[src/rtl/mem_arbiter.sv]
// ----------------------------------------------------------------------------
// mem_arbiter
//
// Purpose:
//   Shares one four-bank main memory between the instruction-cache controller
//   (I port) and the data-cache controller (D port). At most one operation is
//   issued per cycle. A bank that is still busy is never issued to. Ties are
//   broken round-robin. Read data is steered back to the port that issued the
//   read by a tag pipeline whose depth matches the memory read latency.
//
// Ports:
//   clk, rst          clock; asynchronous active-high reset
//   i_rd / i_wr       I-port read / write request (level, held until accept)
//   i_addr, i_wdata   I-port address and write data
//   i_accept          pulse: I request issued this cycle
//   i_rvalid, i_rdata pulse + data: read data returned to the I port
//   i_err             pulse: I port presented rd and wr together (rejected)
//   d_*               same set of signals for the D port
//   mem_rd, mem_wr    memory read / write strobes
//   mem_addr,
//   mem_wdata         memory address and write data (0 when idle)
//   mem_data_out      memory read data, valid READ_LAT cycles after issue
//   mem_busy          per-bank busy flags reported by the memory
// ----------------------------------------------------------------------------
module mem_arbiter #(
    parameter int ADDR_W    = 16,
    parameter int DATA_W    = 16,
    parameter int READ_LAT  = 2,
    parameter int BANK_BUSY = 4,
    parameter int BANK_LSB  = 1
) (
    input  logic              clk,
    input  logic              rst,

    input  logic              i_rd,
    input  logic              i_wr,
    input  logic [ADDR_W-1:0] i_addr,
    input  logic [DATA_W-1:0] i_wdata,
    output logic              i_accept,
    output logic              i_rvalid,
    output logic [DATA_W-1:0] i_rdata,
    output logic              i_err,

    input  logic              d_rd,
    input  logic              d_wr,
    input  logic [ADDR_W-1:0] d_addr,
    input  logic [DATA_W-1:0] d_wdata,
    output logic              d_accept,
    output logic              d_rvalid,
    output logic [DATA_W-1:0] d_rdata,
    output logic              d_err,

    output logic              mem_rd,
    output logic              mem_wr,
    output logic [ADDR_W-1:0] mem_addr,
    output logic [DATA_W-1:0] mem_wdata,
    input  logic [DATA_W-1:0] mem_data_out,
    input  logic [3:0]        mem_busy
);

    localparam int CNT_W = $clog2(BANK_BUSY + 1);
    localparam logic [CNT_W-1:0] CNT_LOAD = CNT_W'(BANK_BUSY - 1);
    localparam int LAST = READ_LAT - 1;

    // ------------------------------------------------------------------
    // Request decode
    // ------------------------------------------------------------------
    logic [1:0] i_bank;
    logic [1:0] d_bank;
    logic       i_req;
    logic       d_req;
    logic       i_elig;
    logic       d_elig;
    logic [3:0] bank_free;

    assign i_bank = i_addr[BANK_LSB+1:BANK_LSB];
    assign d_bank = d_addr[BANK_LSB+1:BANK_LSB];

    // Outputs are held at 0 while reset is asserted, so requests are masked.
    assign i_req = (i_rd ^ i_wr) & ~rst;
    assign d_req = (d_rd ^ d_wr) & ~rst;
    assign i_err = i_rd & i_wr & ~rst;
    assign d_err = d_rd & d_wr & ~rst;

    assign i_elig = i_req & bank_free[i_bank];
    assign d_elig = d_req & bank_free[d_bank];

    // ------------------------------------------------------------------
    // Round-robin grant. rr_i_last_q = 1 means I won the last grant, so D
    // wins the next tie. Ties are resolved purely on the pointer, even when
    // the two ports target different banks.
    // ------------------------------------------------------------------
    logic rr_i_last_q;
    logic rr_i_last_d;
    logic grant_i;
    logic grant_d;

    assign grant_i = i_elig & (~d_elig | ~rr_i_last_q);
    assign grant_d = d_elig & (~i_elig |  rr_i_last_q);

    assign i_accept = grant_i;
    assign d_accept = grant_d;

    always_comb begin
        rr_i_last_d = rr_i_last_q;
        if (grant_i) begin
            rr_i_last_d = 1'b1;
        end else if (grant_d) begin
            rr_i_last_d = 1'b0;
        end
    end

    always_ff @(posedge clk or posedge rst) begin
        if (rst) begin
            rr_i_last_q <= 1'b1;
        end else begin
            rr_i_last_q <= rr_i_last_d;
        end
    end

    // ------------------------------------------------------------------
    // Memory command mux
    // ------------------------------------------------------------------
    logic       issue;
    logic       issue_rd;
    logic [1:0] issue_bank;

    always_comb begin
        mem_rd     = 1'b0;
        mem_wr     = 1'b0;
        mem_addr   = '0;
        mem_wdata  = '0;
        issue_bank = 2'd0;
        if (grant_i) begin
            mem_rd     = i_rd;
            mem_wr     = i_wr;
            mem_addr   = i_addr;
            mem_wdata  = i_wdata;
            issue_bank = i_bank;
        end else if (grant_d) begin
            mem_rd     = d_rd;
            mem_wr     = d_wr;
            mem_addr   = d_addr;
            mem_wdata  = d_wdata;
            issue_bank = d_bank;
        end
    end

    assign issue    = grant_i | grant_d;
    assign issue_rd = mem_rd;

    // ------------------------------------------------------------------
    // Per-bank busy counters. Loading BANK_BUSY-1 on issue and counting down
    // to 0 spaces two issues to one bank exactly BANK_BUSY cycles apart.
    // ------------------------------------------------------------------
    generate
        for (genvar gi = 0; gi < 4; gi++) begin : g_bank
            localparam logic [1:0] BANK_ID = 2'(gi);
            logic [CNT_W-1:0] cnt_q;
            logic [CNT_W-1:0] cnt_d;

            always_comb begin
                cnt_d = cnt_q;
                if (issue && (issue_bank == BANK_ID)) begin
                    cnt_d = CNT_LOAD;
                end else if (cnt_q != '0) begin
                    cnt_d = cnt_q - 1'b1;
                end
            end

            always_ff @(posedge clk or posedge rst) begin
                if (rst) begin
                    cnt_q <= '0;
                end else begin
                    cnt_q <= cnt_d;
                end
            end

            assign bank_free[gi] = (cnt_q == '0) & ~mem_busy[gi];
        end
    endgenerate

    // ------------------------------------------------------------------
    // Read-return tag pipeline: stage k holds {valid, port} for a read issued
    // k+1 cycles ago; port bit is 1 for D. The last stage lines up with
    // mem_data_out.
    // ------------------------------------------------------------------
    logic [READ_LAT-1:0] tag_v_q;
    logic [READ_LAT-1:0] tag_v_d;
    logic [READ_LAT-1:0] tag_p_q;
    logic [READ_LAT-1:0] tag_p_d;

    always_comb begin
        tag_v_d    = '0;
        tag_p_d    = '0;
        tag_v_d[0] = issue & issue_rd;
        tag_p_d[0] = grant_d;
        for (int k = 1; k < READ_LAT; k++) begin
            tag_v_d[k] = tag_v_q[k-1];
            tag_p_d[k] = tag_p_q[k-1];
        end
    end

    always_ff @(posedge clk or posedge rst) begin
        if (rst) begin
            tag_v_q <= '0;
            tag_p_q <= '0;
        end else begin
            tag_v_q <= tag_v_d;
            tag_p_q <= tag_p_d;
        end
    end

    assign i_rvalid = tag_v_q[LAST] & ~tag_p_q[LAST];
    assign d_rvalid = tag_v_q[LAST] &  tag_p_q[LAST];
    assign i_rdata  = i_rvalid ? mem_data_out : '0;
    assign d_rdata  = d_rvalid ? mem_data_out : '0;

endmodule

[config.mk]
export PLATFORM = sky130hd
export DESIGN_NAME = mem_arbiter
export DESIGN_NICKNAME = d
export VERILOG_FILES = /design/src/rtl/mem_arbiter.sv
export SDC_FILE = /design/constraint.sdc
export NUM_CORES = 1
export LEC_CHECK = 0
export ABC_AREA = 0
export CAP_MARGIN = 20
export CORE_MARGIN = 4
export CORE_UTILIZATION = 32
export CTS_BUF_LIST = sky130_fd_sc_hd__clkbuf_16
export CTS_CLUSTER_SIZE = 20
export DETAILED_ROUTE_END_ITERATION = 8
export PLACE_DENSITY = 0.82
export SLEW_MARGIN = 20
export SYNTH_ARGS = -nofsm -noshare
export SYNTH_HDL_FRONTEND = slang
export SYNTH_SLANG_ARGS = --single-unit
[constraint.sdc]
create_clock -name clk -period 2.68 [get_ports clk]
set_clock_uncertainty 0.05 [all_clocks]
set_input_delay 0.268 -clock clk [delete_from_list [all_inputs] [get_ports clk]]
set_output_delay 0.268 -clock clk [all_outputs]
set_load 0.1 [all_outputs]
==> impl_metrics.csv <==
group,metric,value,unit
logic_synthesis,yosys.area.top_type_share,21.62,%
clock_network,cts_tree,"yes",
finish,area_growth,162.0,%
floorplanning,core.rowCount,27,
logic_synthesis,syn_area,1852,um^2
finish,register_area,426.7,um^2
run_status,violations,"negative setup slack",
route,drtPass1Iterations,4,
finish,nets,514,
logic_synthesis,synth-edff-count,0,
route,drcViolationCount,0,
worst_setup_path,arrival,2.49,ns
clock_network,htreeDepth,1,
sta,period_needed,2.812,ns
clock_network,cts_root_buf,"clkbuf_16",
worst_setup_path,critPathMostFrequentCell,"buf_12",
clock_network,cts.clk_slew.worst_paths,0.05,ns
logic_synthesis,synthFlopType,"dfrtp_1",
logic_synthesis,ys_types,45,
route,wirelength,10140,um
worst_setup_path,crit_path_max_incr_delay,0.37,ns
worst_setup_path,crit_fanout,14,
min_path,hold_class,"reg2reg",
sta,fin_crit_sh,104.9,%
power_and_ir_drop,ir_drop,0.0004690,V
sta,setup_viol,33,
place,post-place-ws,-0.06471,ns
min_path,min-delay-start,"tag_p_q[0]$_DFF_PP0_",
worst_setup_path,path_cells,"inv_1 > ha_2 > ha_4 > nor3b_1 > buf_4 > o31ai_4 > o21a_4 > and2_4 > buf_12 > a22o_4 > buf_12",
logic_synthesis,syn-num-nets,320,
logic_synthesis,seq_area_frac_synth,23.04,%
floorplanning,die_x,84.07,um
route,wl_per_cell,20.92,um
floorplanning,die_h,84.07,um
finish,multiInputGateArea,1647,um^2
logic_synthesis,synthArstFlopShare,100.0,%
clock_network,clk_latency,0.26,ns
global_routing,grt_pass1_wl,14680,um
sta,hold_viol,0,
logic_synthesis,yosysMostFrequentCell,"a22o_1",
power_and_ir_drop,power_density,552.6,nW/um^2
logic_synthesis,synth_top_area_cell,"dfrtp_1",
route,drt-vias-per-instance,5.390,
clock_network,clkSinkCount,17,
floorplanning,core,5574,um^2
logic_synthesis,syn_avg_cell_area,8.417,um^2
sta,tightest_slew,0.6875,ns
logic_synthesis,synthesis.instances,220,
floorplanning,floorplan.initialDensity,33.22,%
floorplanning,die_area,7068,um^2
sta,setup_tns,-3.652,ns
place,io_buffers,161,
global_routing,grt_usage,25.97,%
global_routing,overflow,0,
worst_setup_path,critPathCaptureType,"output pin",
logic_synthesis,ys_ff_latch,17,
route,drt_iter0_markers,90,
sta,slew_viol_final,0,
logic_synthesis,yosysWarnings,0,
route,vias,2614,
power_and_ir_drop,p_leak,2.241,nW
logic_synthesis,ys_top_cells_by_area,"dfrtp_1 22%, a22o_1 16%, and2_1 7.1%, ha_1 6.8%, and3_1 6.1%",
clock_network,numCtsBuffers,3,
place,dpl.hpwl,7253,um
sta,fin_ws,-0.1323,ns
run_status,outcome,"finished, violations left",
sta,hold_ws,0.3113,ns
worst_setup_path,r2r_start,"g_bank[0].cnt_q[0]$_DFFE_PP0P_",
worst_setup_path,critical_path_class,"reg2out",
sta,rsz0062_at_grt,"true",
global_routing,first_global_vias,2688,
route,antenna_left,0,
place,place.gp.congestion,0.9044,
finish,num-fill-cells,280,
worst_setup_path,cp-start-kind,"register",
finish,diodes,0,
worst_setup_path,slowest_stage,"dfrtp_1",
sta,max_freq,355.6,MHz
floorplanning,ios,162,
finish,layout-drive-gt1-share,42.86,%
worst_setup_path,critical_path.startpoint,"g_bank[0].cnt_q[1]$_DFFE_PP0P_",
worst_setup_path,crit_required,2.36,ns
run,drv_cap,0,
clock_network,clockBufferDepth,2,
global_routing,antenna_found_initial,0,
logic_synthesis,ys_top_cells_by_count,"34 x a22o_1, 21 x and2_1, 18 x and3_1",
sta,relSlewSlack,54.12,%
global_routing,grt_max_degree,19,
[through the flow]
| step | area, um^2 | instances | total power (W) | utilization [%] |
|---|---|---|---|---|
| finish | 4852 | 485 | 0.002681 | 87.05 |
| CTS | 4751 | 482 | 0.002584 | 85.23 |
| detailed placement | 4390 | 467 | 0.002068 | 78.77 |
| global placement | 4390 | 467 | 0.001997 | 78.77 |
| floorplan | 2088 | 220 | 0.001476 | - |
| global route | 4852 | 485 | 0.002827 | 87.05 |
[area by class of cell]
type,count,area share [%]
clock inverters,1,0.1031
clock buffers,3,1.547
multi-input cells,169,33.94
well taps,72,1.857
repair buffers,207,52.53
flip-flops and latches,17,8.793
inverters,16,1.238
[worst max-delay path, delay by kind of cell (launching register included)]
kind,cells,cell delay [ns]
flops,1,0.37
buf+inv,4,0.58
simple gates,2,0.34
fa+ha+maj,2,0.37
compound gates,3,0.55
[per-layer routing]
layer	part of all wire, %	GRT usage [%]	vias to the layer above
met1	37	28.67	1234
met2	54	49.35	145
met4	3.4	7.310	0
met3	6.4	5.331	32
li1	-	-	1203
met5	0	0	-
[timing repair]
action	4_1_cts	5_1_grt
cloned	2	0
resized for setup	26	11
hold buffers	0	0
setup buffers	9	6
endpoints found under the setup margin	34	36
pin swaps	14	10
[where the power goes]
group / leakage [nW] / switching [W] / internal (W)
registers: 0.207 / 0.0000709 / 0.000377
logic: 1.99 / 0.00101 / 0.000915
clock network: 0.0409 / 0.000112 / 0.000200
[placed cells by master (no fill, tap or decap), types with 5 or more instances in the layout]
master	synthesis	routed
clkdlybuf4s50_1	0	89
buf_12	0	57
buf_4	2	55
a22o_4	0	32
and2_1	21	21
and3_1	18	18
dfrtp_1	16	16
inv_1	16	14
nand2_1	9	9
nor2_1	8	8
nand3_1	6	6
o21ai_0	6	5
nor2b_1	5	5
ha_4	0	5
[final timing paths]
path	slack [ns]	endpoint	cells after the start
max	-0.13	mem_addr[15]	11
min	0.31	tag_p_q[1]$_DFF_PP0_	0
max reg2reg	0.21	g_bank[2].cnt_q[2]$_DFFE_PP0P_	9
min reg2reg	0.31	tag_p_q[1]$_DFF_PP0_	0
max in group asynchronous	1.54	tag_v_q[1]$_DFF_PP0_	3
min in group asynchronous	0.60	g_bank[1].cnt_q[0]$_DFFE_PP0P_	3
[cell families (layout without fill, tap and decap cells)]
kind of cell    after synthesis  in the layout  synth area share (%)
compound gates               67             67                 29.66
mux                           3              3                 1.757
xor+xnor                      4              4                 1.892
flops                        17             17                 23.04
simple gates                 85             85                 26.83
fa+ha+maj                    10             10                 6.757
buf+inv                      34            227                 10.07
[state kept, by name, indices dropped and copies added (netlist names)]
name,count
g_bank.cnt_q,12
rr_i_last_q,1
tag_p_q,2
tag_v_q,2
No activity file was read; power rests on OpenSTA's default activity.
